[src/rtl/shift_engine_if.sv]
//------------------------------------------------------------------------------
// shift_engine_if
//
// Purpose : Bundles the request and result signals of the shift engine so the
//           register-file side (master) and the engine (slave) connect with a
//           single port. The clock CLK and reset clr stay outside the interface.
//
// Parameters
//   N  : data width in bits (N >= 2)
//   CW : width of the shift-amount field
//
// Signals (direction as seen by the master)
//   start   out  request; only acted on while the engine is idle
//   mode    out  shift mode (3 bits), latched at start
//   amt     out  shift count (CW bits), latched at start
//   D       out  parallel load word, bits [N:1]
//   Shiftin out  serial fill bit for LSL/LSR, sampled on every shift edge
//   Qout    in   parallel result, bits [N:1]
//   busy    in   high while an operation is in flight (SHIFT or DONE)
//   done    in   one-cycle completion pulse
//   shout   in   bit that left the word on the most recent shift
//   sticky  in   OR of all bits discarded since start (0 when feature is off)
//------------------------------------------------------------------------------
interface shift_engine_if #(
    parameter int N  = 8,
    parameter int CW = 4
);
    logic          start;
    logic [2:0]    mode;
    logic [CW-1:0] amt;
    logic [N:1]    D;
    logic          Shiftin;

    logic [N:1]    Qout;
    logic          busy;
    logic          done;
    logic          shout;
    logic          sticky;

    modport master (
        output start, mode, amt, D, Shiftin,
        input  Qout, busy, done, shout, sticky
    );

    modport slave (
        input  start, mode, amt, D, Shiftin,
        output Qout, busy, done, shout, sticky
    );
endinterface

[src/rtl/shift_engine.sv]
//------------------------------------------------------------------------------
// shift_engine
//
// Purpose : Multi-cycle shift engine. Loads an N-bit word and shifts it one bit
//           per clock for a programmed amount in one of five modes (LSL, LSR,
//           ASR, ROL, ROR), then reports completion with a one-cycle done pulse.
//           Used between the register file and the arithmetic units, e.g. for
//           normalisation or serial conversion.
//
// Parameters
//   N  : data width in bits (N >= 2); the bus interface must use the same N
//   CW : shift-amount width; any amount 0..2^CW-1 is legal, including >= N
//
// Ports
//   CLK : rising-edge clock
//   clr : asynchronous active-high reset; aborts any operation without done
//   bus : shift_engine_if.slave (start/mode/amt/D/Shiftin in,
//         Qout/busy/done/shout/sticky out)
//
// Configuration
//   SHIFT_ENGINE_STICKY_EN : when defined, sticky accumulates the OR of every
//   bit discarded by LSL/LSR/ASR since start. When undefined, sticky is tied
//   to 0 and no sticky logic exists.
//
// Timing
//   With E0 the edge that samples start, done is high in the cycle after edge
//   E0+amt; busy is high for amt+1 cycles. An amount of 0 goes straight to DONE.
//   DONE always returns to IDLE, so back-to-back operations need one idle cycle.
//------------------------------------------------------------------------------
module shift_engine #(
    parameter int N  = 8,
    parameter int CW = 4
) (
    input  logic          CLK,
    input  logic          clr,
    shift_engine_if.slave bus
);

    typedef enum logic [1:0] {
        S_IDLE  = 2'd0,
        S_SHIFT = 2'd1,
        S_DONE  = 2'd2
    } state_t;

    // Mode encodings; 3'b101..3'b111 are reserved (word holds, counter runs).
    localparam logic [2:0] MODE_LSL = 3'b000;
    localparam logic [2:0] MODE_LSR = 3'b001;
    localparam logic [2:0] MODE_ASR = 3'b010;
    localparam logic [2:0] MODE_ROL = 3'b011;
    localparam logic [2:0] MODE_ROR = 3'b100;

    state_t        state;
    logic [N:1]    q;
    logic [CW-1:0] cnt;
    logic [2:0]    mode_q;
    logic          shout_q;
    logic          busy_q;
    logic          done_q;

    logic [N:1]    q_next;
    logic          shout_next;
    logic          lossy;      // current mode discards the bit it shifts out

    //--------------------------------------------------------------------------
    // One-bit shift of the held word according to the latched mode.
    //--------------------------------------------------------------------------
    // NOTE: every output of this block is given a default before the case, so
    // reserved modes fall through without creating a latch.
    always_comb begin
        q_next     = q;
        shout_next = 1'b0;
        lossy      = 1'b0;
        case (mode_q)
            MODE_LSL: begin
                q_next     = {q[N-1:1], bus.Shiftin};
                shout_next = q[N];
                lossy      = 1'b1;
            end
            MODE_LSR: begin
                q_next     = {bus.Shiftin, q[N:2]};
                shout_next = q[1];
                lossy      = 1'b1;
            end
            MODE_ASR: begin
                q_next     = {q[N], q[N:2]};
                shout_next = q[1];
                lossy      = 1'b1;
            end
            MODE_ROL: begin
                q_next     = {q[N-1:1], q[N]};
                shout_next = q[N];
            end
            MODE_ROR: begin
                q_next     = {q[1], q[N:2]};
                shout_next = q[1];
            end
            default: begin
                // Reserved: word holds and shout reads 0.
            end
        endcase
    end

`ifdef SHIFT_ENGINE_STICKY_EN
    logic sticky_q;
`endif

    //--------------------------------------------------------------------------
    // Control FSM and datapath registers. busy/done are registered alongside
    // the state so the outputs come straight from flops.
    //--------------------------------------------------------------------------
    // NOTE: all state here uses non-blocking assignments so every register sees
    // the pre-edge values of the others (e.g. the shift uses the old q while
    // cnt decrements in the same edge).
    always_ff @(posedge CLK or posedge clr) begin
        if (clr) begin
            state   <= S_IDLE;
            q       <= '0;
            cnt     <= '0;
            mode_q  <= MODE_LSL;
            shout_q <= 1'b0;
            busy_q  <= 1'b0;
            done_q  <= 1'b0;
`ifdef SHIFT_ENGINE_STICKY_EN
            sticky_q <= 1'b0;
`endif
        end else begin
            case (state)
                S_IDLE: begin
                    if (bus.start) begin
                        q       <= bus.D;
                        cnt     <= bus.amt;
                        mode_q  <= bus.mode;
                        shout_q <= 1'b0;
                        busy_q  <= 1'b1;
`ifdef SHIFT_ENGINE_STICKY_EN
                        sticky_q <= 1'b0;
`endif
                        if (bus.amt == '0) begin
                            state  <= S_DONE;
                            done_q <= 1'b1;
                        end else begin
                            state  <= S_SHIFT;
                        end
                    end
                end

                S_SHIFT: begin
                    q       <= q_next;
                    shout_q <= shout_next;
                    cnt     <= cnt - CW'(1);
`ifdef SHIFT_ENGINE_STICKY_EN
                    if (lossy) begin
                        sticky_q <= sticky_q | shout_next;
                    end
`endif
                    // The edge that takes cnt from 1 to 0 ends the operation.
                    if (cnt == CW'(1)) begin
                        state  <= S_DONE;
                        done_q <= 1'b1;
                    end
                end

                S_DONE: begin
                    // start is deliberately ignored here.
                    state  <= S_IDLE;
                    busy_q <= 1'b0;
                    done_q <= 1'b0;
                end

                default: begin
                    state  <= S_IDLE;
                    busy_q <= 1'b0;
                    done_q <= 1'b0;
                end
            endcase
        end
    end

    assign bus.Qout  = q;
    assign bus.busy  = busy_q;
    assign bus.done  = done_q;
    assign bus.shout = shout_q;

`ifdef SHIFT_ENGINE_STICKY_EN
    assign bus.sticky = sticky_q;
`else
    // Without the feature, lossy only matters for sticky; keep it referenced.
    logic unused_lossy;
    assign unused_lossy = lossy;
    assign bus.sticky   = 1'b0;
`endif

endmodule

[src/flat_wrapper.sv]
// flat-port wrapper written by rule: the top's interface ports become plain ports
module shift_engine_flat 
#(
    parameter int N  = 8,
    parameter int CW = 4
)
  (CLK, clr, bus_start, bus_mode, bus_amt, bus_D, bus_Shiftin, bus_Qout, bus_busy, bus_done, bus_shout, bus_sticky);
  shift_engine_if #(.N(N), .CW(CW)) bus_i ();
  input  logic CLK;
  input  logic clr;
  input wire logic [$bits(bus_i.start)-1:0] bus_start;
  input wire logic [$bits(bus_i.mode)-1:0] bus_mode;
  input wire logic [$bits(bus_i.amt)-1:0] bus_amt;
  input wire logic [$bits(bus_i.D)-1:0] bus_D;
  input wire logic [$bits(bus_i.Shiftin)-1:0] bus_Shiftin;
  output wire logic [$bits(bus_i.Qout)-1:0] bus_Qout;
  output wire logic [$bits(bus_i.busy)-1:0] bus_busy;
  output wire logic [$bits(bus_i.done)-1:0] bus_done;
  output wire logic [$bits(bus_i.shout)-1:0] bus_shout;
  output wire logic [$bits(bus_i.sticky)-1:0] bus_sticky;
  assign bus_i.start = bus_start;
  assign bus_i.mode = bus_mode;
  assign bus_i.amt = bus_amt;
  assign bus_i.D = bus_D;
  assign bus_i.Shiftin = bus_Shiftin;
  assign bus_Qout = bus_i.Qout;
  assign bus_busy = bus_i.busy;
  assign bus_done = bus_i.done;
  assign bus_shout = bus_i.shout;
  assign bus_sticky = bus_i.sticky;
  shift_engine #(.N(N), .CW(CW)) u_core (.CLK(CLK), .clr(clr), .bus(bus_i));
endmodule
[config.mk]
export PLATFORM = sky130hd
export DESIGN_NAME = shift_engine_flat
export DESIGN_NICKNAME = d
export VERILOG_FILES = /design/src/rtl/shift_engine_if.sv /design/src/rtl/shift_engine.sv /design/src/flat_wrapper.sv
export SDC_FILE = /design/constraint.sdc
export NUM_CORES = 1
export LEC_CHECK = 0
export ABC_CLOCK_PERIOD_IN_PS = 2400
export CORE_MARGIN = 3
export CORE_UTILIZATION = 50
export DETAILED_ROUTE_END_ITERATION = 6
export GPL_ROUTABILITY_DRIVEN = 0
export HOLD_SLACK_MARGIN = 0.1
export PLACE_DENSITY = 0.85
export SLEW_MARGIN = 20
export SYNTH_ARGS = -nofsm -noshare
export SYNTH_HDL_FRONTEND = slang
export SYNTH_SLANG_ARGS = --single-unit
export TNS_END_PERCENT = 20
[constraint.sdc]
create_clock -name CLK -period 2.4 [get_ports CLK]
set_clock_uncertainty 0.1 [all_clocks]
set_input_delay 0.48 -clock CLK [delete_from_list [all_inputs] [get_ports CLK]]
set_output_delay 0.48 -clock CLK [all_outputs]
set_load 0.01 [all_outputs]
==> results of run 1 <==
-- power groups by stage --
stage	Sequential, uW	Combinational (uW)	Clock, uW
after floorplan	706	928	0
final	805	1220	199
after detailed placement	806	1220	0
after global routing	839	1340	220
after CTS	798	1230	207
after global placement	795	1170	0
-- placed cells by master, fill, tap and decap left out, types with 3 or more instances in the layout --
master / count
a31oi_1: 4
nor2_1: 11
inv_1: 8
dfrtp_1: 20
o21ai_1: 4
and2_1: 4
o21ai_0: 7
o211ai_1: 3
clkbuf_4: 3
nor3_1: 5
a21oi_1: 12
clkdlybuf4s50_1: 29
mux2i_1: 10
nand2_1: 11
nor2b_1: 4
-- worst min-delay path, cell delays in order --
cell,delay [ns]
clkdlybuf4s50_1,0.40
inv_1,0.05
buf_4,0.26
-- state kept, by name (all words and copies together) (netlist names) --
| name | flops |
|---|---|
| u_core.mode_q | 3 |
| u_core.cnt | 4 |
| u_core.bus.shout | 1 |
| u_core.bus.busy | 1 |
| u_core.state | 2 |
| u_core.bus.Qout | 8 |
| u_core.bus.done | 1 |
-- kinds of logic after synthesis --
family | Yosys count
AOI/OAI and AO/OA | 46
and+or+nand+nor | 46
DFF | 20
buffers and inverters | 16
muxes | 11
adders and majority gates | 2
other | 1
xor gates and xnor gates | 1
-- metal layers --
metal	global-route usage (%)	routed length, um
met3	2.99	139
met4	7.12	23
met5	0	0
met1	23.7	1250
met2	31.7	1450
-- area by class of cell --
| cell class | count | area share (%) |
|---|---|---|
| flip-flops and latches | 20 | 31.3 |
| repair buffers | 30 | 18.6 |
| clock buffers | 4 | 2.27 |
| multi-input cells | 107 | 43.7 |
| well taps | 28 | 2.19 |
| inverters | 8 | 1.88 |
-- through the flow --
stage | total power, uW | hold WS [ns] | utilization, % | instances
detailed placement | 2030 | 0.401 | 67.4 | 193
CTS | 2230 | 0.399 | 69.0 | 197
floorplan | 1630 | 0.344 | - | 143
finish | 2230 | 0.391 | 69.0 | 197
global placement | 1960 | 0.394 | 67.4 | 193
global route | 2400 | 0.443 | 69.0 | 197
-- worst max path at each step --
stage | startpoint | end | slack [ns] | cells after the start
global placement | bus_start | u_core.bus.Qout[2] | 0.27 | 5
finish | u_core.state[0] | u_core.bus.Qout[8] | 0.46 | 4
CTS | u_core.state[0] | u_core.bus.Qout[8] | 0.46 | 4
floorplan | u_core.mode_q[0] | u_core.bus.Qout[2] | 0.77 | 5
detailed placement | bus_start | u_core.bus.Qout[3] | 0.19 | 5
global route | u_core.state[0] | u_core.bus.Qout[8] | 0.36 | 4
==> impl_results.md, run 1 <==
* Status: completed
* Share of the synthesized area in the top cell type at 39.4%
* Number of global-route vias before repair at between 1000 and 1500
* Synthesized Nets at around 160
* Share of post-route cells with drive strength above 1 at 8.28%
* Top cells by count, synth: dfrtp_1, a21oi_1, nand2_1, nor2_1, mux2i_1
* First-pass GRT wire length at between 4000 and 5000 um
* Crit-path max cell delay at ~0.67 ns
* Psw at between 900 and 1000 uW
* Main flop type after synthesis: dfrtp_1
* TritonCTS clock tree: yes
* Synth top area cells: dfrtp_1, mux2i_1, a21oi_1, nand2_1, nor2_1
* Mapped Avg Cell Area at ~9 sq um
* CP Max Fanout at 15
* Endpoints failing setup at 0
* Crit-path cells: nand2b_1 -> a211oi_1 -> nor3_1 -> a211oi_1
* Final WS setup at roughly 0.46 ns
* Max-cap viol count at 0
* Post-route design area at 1600 sq um
* Yosys reg bits at 20
* Core area at between 2000 and 2500 sq um
* CP Data Required Time at approximately 2.5 ns
* Worst slack, placed at 0.191 ns
* Synth warn at 0
* Final-report hold violation count at 0
* Largest family of logic cells by synthesized area: compound AO/OA/AOI/OAI gates
* DRT antenna net count at 0
* Most frequent cell after synthesis: dfrtp_1
* Bufs on Longest Clock Path at 2
* Slowest-stage cell, CP: dfrtp_1
* Worst setup EP type: register
* R2R Path Start: u_core.state[0]
* Post-Route WL at about 2900 um
* Static Leak at ~0.00067 uW
* Slew HR at 66.7%
* Drt first pass iters at 4
* Setup_tns at 0 ns
* Synth unique cells at 39
* Fin. max-slew vios at 0
* Family with the most delay on the worst path: flip-flops
* HPWL after DPL at 2140 um
* Routed vias at ~1100
* Sw frac at 44.5%
* Register Area at about 500 sq um
* Post-Synth Simple-Gate Area at 18.4%
* RR Endpoint: u_core.bus.Qout[8]
* Multiplexer area fraction after synthesis at a little under a tenth
* CP bufs+invs at 0
* Die ar. at around 3200 sq um
* DRT iter0 DRCs at 32
* Site Rows at 17
* Routed wire per std cell at roughly 15 um
* Multi-input gate area at between 600 and 700 sq um
* CP dominant cell by count: a211oi_1
* Pwr/cell area at roughly 1400 nW/um^2
* Fraction of the yosys area taken by sequential cells at about two fifths
* GRT overflow at 0
* Synth Area in Compound Gates at about 25%
* ANT cells at 0
* Internal power component at 1230 uW
* Worst-margin pin slew at 0.500 ns
* Clk root buf: clkbuf_4
* Crit start category: register
* Sequential Power Share at between 30% and 40%
* Die Y at 56.4 um
* Clk sinks at 20
* Crit path DAT at just over 2 ns
* Reg clk slew, reported paths at 0.12 ns
* Max VDD drop at roughly 0.00086 V
* Post-synthesis instance total at roughly 140
* Post-Synth Adder-Cell Area at under 10%
* Largest net degree at the start of global routing at 21
* Area post-placement at 1560 sq um
* R2R setup slack at about 0.46 ns
* R2R depth at 4
* Net count, final at 191
* Logic pwr share at 54.9%
* # fillers at between 150 and 200
* Skew-Pair Late Insertion Delay at around 0.31 ns
* Worst Hold Class: in2async
* Syn Std Cell Area at about 1300 sq um
* CTS H-tree depth at 1
* Area growth from synthesis to layout at 25.8%
* GR Util All Layers at between 10% and 20%
* DRC at 0
* Postcts setup bufs at 0
* Clock power frac at roughly 9%
* Period utilization at between 80 and 90%
* Period minus WS final at ~1.9 ns
* Fmax at 516 MHz
* Starting Density at 54.8%
* Ys async rst share at 100%
* Setup Crit Path Kind: reg2reg
* Die width at around 56 um
* CTS Buf Count at 3
* Io pins at 31
* Post-CTS Hold Fix Bufs at 0
* Port Buffers at 29
* Post-cts sizing count at 0
* Initial antenna violation count at 0
* Largest area contributor in the netlist: dfrtp_1
* Post-Synth XOR/XNOR Area at 0.689%
* Via density per instance at 5.71
* Post-synth EDFFs at 0
* Unrepaired setup endpoints after global routing: false
Power figures use the tool's default switching activity.
==> inputs of run 2 (changes only) <==
Settings changed: ABC_CLOCK_PERIOD_IN_PS 2400 to 1700, CORE_UTILIZATION 50 to 44, PLACE_DENSITY 0.85 to 0.79.
Clock period 2.4 ns to 1.7 ns, I/O delays scaled along.
==> impl_results.md, run 2 (synthesis gave the netlist of run 1 again) <==
* Core area at 2610 sq um (+13%)
* Die width at 59.8 um (+5.9%)
* Fin. max-slew vios at 0 (unchanged)
* HPWL after DPL at 2420 um (+13%)
* DRT antenna net count at 0 (unchanged)
* Die Y at 59.8 um (+5.9%)
* Crit-path cells: clkdlybuf4s50_1
* Endpoints failing setup at 0 (unchanged)
* Status: completed
* CP bufs+invs at 1 (+1)
* Port Buffers at 29 (unchanged)
* Area growth from synthesis to layout at 38.1%
* Setup Crit Path Kind: reg2out
* DRT iter0 DRCs at 33 (+3.1%)
* Crit path DAT at 1.20 ns (-0.85 ns)
* Period utilization at 96.7%
* Crit-path max cell delay at 0.53 ns (-0.14 ns)
* TritonCTS clock tree: yes
* Reg clk slew, reported paths at 0.13 ns (about the same)
* ANT cells at 0 (unchanged)
* GR Util All Layers at 18.8% (+0.085 points)
* Max-cap viol count at 0 (unchanged)
* Family with the most delay on the worst path: buffers and inverters
* Clk root buf: clkbuf_4
* Worst path depth at 1 (-3)
* Final WS setup at 0.0567 ns (-0.404 ns)
* Max FFs per register at 8 (unchanged)
* Routed vias at 1202 (+6.8%)
* Post-CTS Hold Fix Bufs at 0 (unchanged)
* Skew-Pair Late Insertion Delay at 0.31 ns (about the same)
* Max VDD drop at 0.00128 V (+50%)
* Slowest-stage cell, CP: clkdlybuf4s50_1
* Final-report hold violation count at 0 (unchanged)
* Setup_tns at 0 ns (unchanged)
* Commonest cells after routing, fill and taps aside: clkdlybuf4s50_1, dfrtp_1, buf_4
* Worst Hold Class: in2async
* Area post-placement at 1700 sq um (+8.6%)
* Crit start category: register
* Static Leak at 0.000802 uW (+19%)
* Worst setup EP type: output pin
* # fillers at 223 (+16%)
* Pwr/cell area at 1970 nW/um^2 (+42%)
* DRC at 0 (unchanged)
* R2R depth at 4 (unchanged)
* Initial antenna violation count at 0 (unchanged)
* Fmax at slightly above 600 MHz
* Post-route design area at 1760 sq um (+9.8%)
* Post-Route WL at 3120 um (+9.1%)
* CTS Buf Count at 3 (unchanged)
* Largest net degree at the start of global routing at 21 (unchanged)
* First-pass GRT wire length at 5250 um (+7.0%)
* Io pins at 31 (unchanged)
* Min Hold Slack at 0.239 ns (-0.152 ns)
* Via density per instance at 5.56 (-2.6%)
* Unrepaired setup endpoints after global routing: false
* Net count, final at 208 (+8.9%)
* Commonest non-fill, non-tap cell in the layout: clkdlybuf4s50_1
* Routed wire per std cell at 14.5 um (-0.51%)
* Drt first pass iters at 4 (unchanged)
* Die ar. at 3570 sq um (+12%)
* Bufs on Longest Clock Path at 2 (unchanged)
* CP Data Required Time at 1.26 ns (-1.25 ns)
* Share of post-route cells with drive strength above 1 at 17.2% (+8.9 points)
* Worst slack, placed at -0.138 ns (-0.328 ns)
* Starting Density at 48.7% (-6.2 points)
* CP Max Fanout at 2 (-13)
* CTS H-tree depth at 1 (unchanged)
* GRT overflow at 0 (unchanged)
* Period minus WS final at approximately 1.6 ns
* Number of global-route vias before repair at 1186 (+7.6%)
* Site Rows at 18 (+1)
* Clk sinks at 20 (unchanged)
## run 2: changes by cell type in the layout (fill, tap and decap cells not counted), sizes merged
cell / change
clkdlybuf4s50: -9
dlygate4sd2: +7
buf: +17
dlymetal6s2s: +2
clkbuf: -1
bufinv: +1
## run 2: layout make-up
cell class | count | area, sq um | share of cell area [%]
clock buffers | 3 | 22.5 | 1.28
repair buffers | 47 | 434 | 24.7
clock inverters | 1 | 30.0 | 1.71
multi-input cells | 107 | 699 | 39.8
inverters | 8 | 30.0 | 1.71
well taps | 30 | 37.5 | 2.14
flip-flops and latches | 20 | 502 | 28.6
## run 2: worst paths after layout
path	startpoint	end	slack [ns]
setup / recovery	u_core.bus.Qout[1]	bus_Qout[0]	0.06
hold / removal	clr	u_core.bus.done	0.24
setup reg to reg	u_core.state[1]	u_core.bus.Qout[8]	0.09
hold reg to reg	u_core.bus.busy	u_core.bus.busy	0.42
max in group asynchronous	clr	u_core.mode_q[0]	1.01
min in group CLK	u_core.bus.busy	u_core.bus.busy	0.42
## run 2: where the power goes
group	switching (uW)	internal, uW	total, uW
Clock	152	238	390
Combinational	1020	1060	2080
Sequential	273	720	992
## run 2: stage by stage
step	std cells	power [uW]	util [%]
floorplan	143	2310	-
global placement	211	3060	65.0
detailed placement	211	3130	65.0
CTS	216	3490	67.0
global route	216	3770	67.2
finish	216	3460	67.2
## run 2: metal layers
| layer | GRT usage, % | wire [um] | up-vias |
|---|---|---|---|
| li1 | - | - | 590 |
| met1 | 24.1 | 1360 | 587 |
| met2 | 33.2 | 1630 | 25 |
| met3 | 1.94 | 132 | 0 |
| met4 | 5.38 | 0 | 0 |
| met5 | 0 | 0 | - |
## run 2: repair_timing
action,in CTS,in global routing
hold endpoints to repair,0,0
setup buffers,1,0
endpoints found under the setup margin,8,5
gates resized for setup,7,3
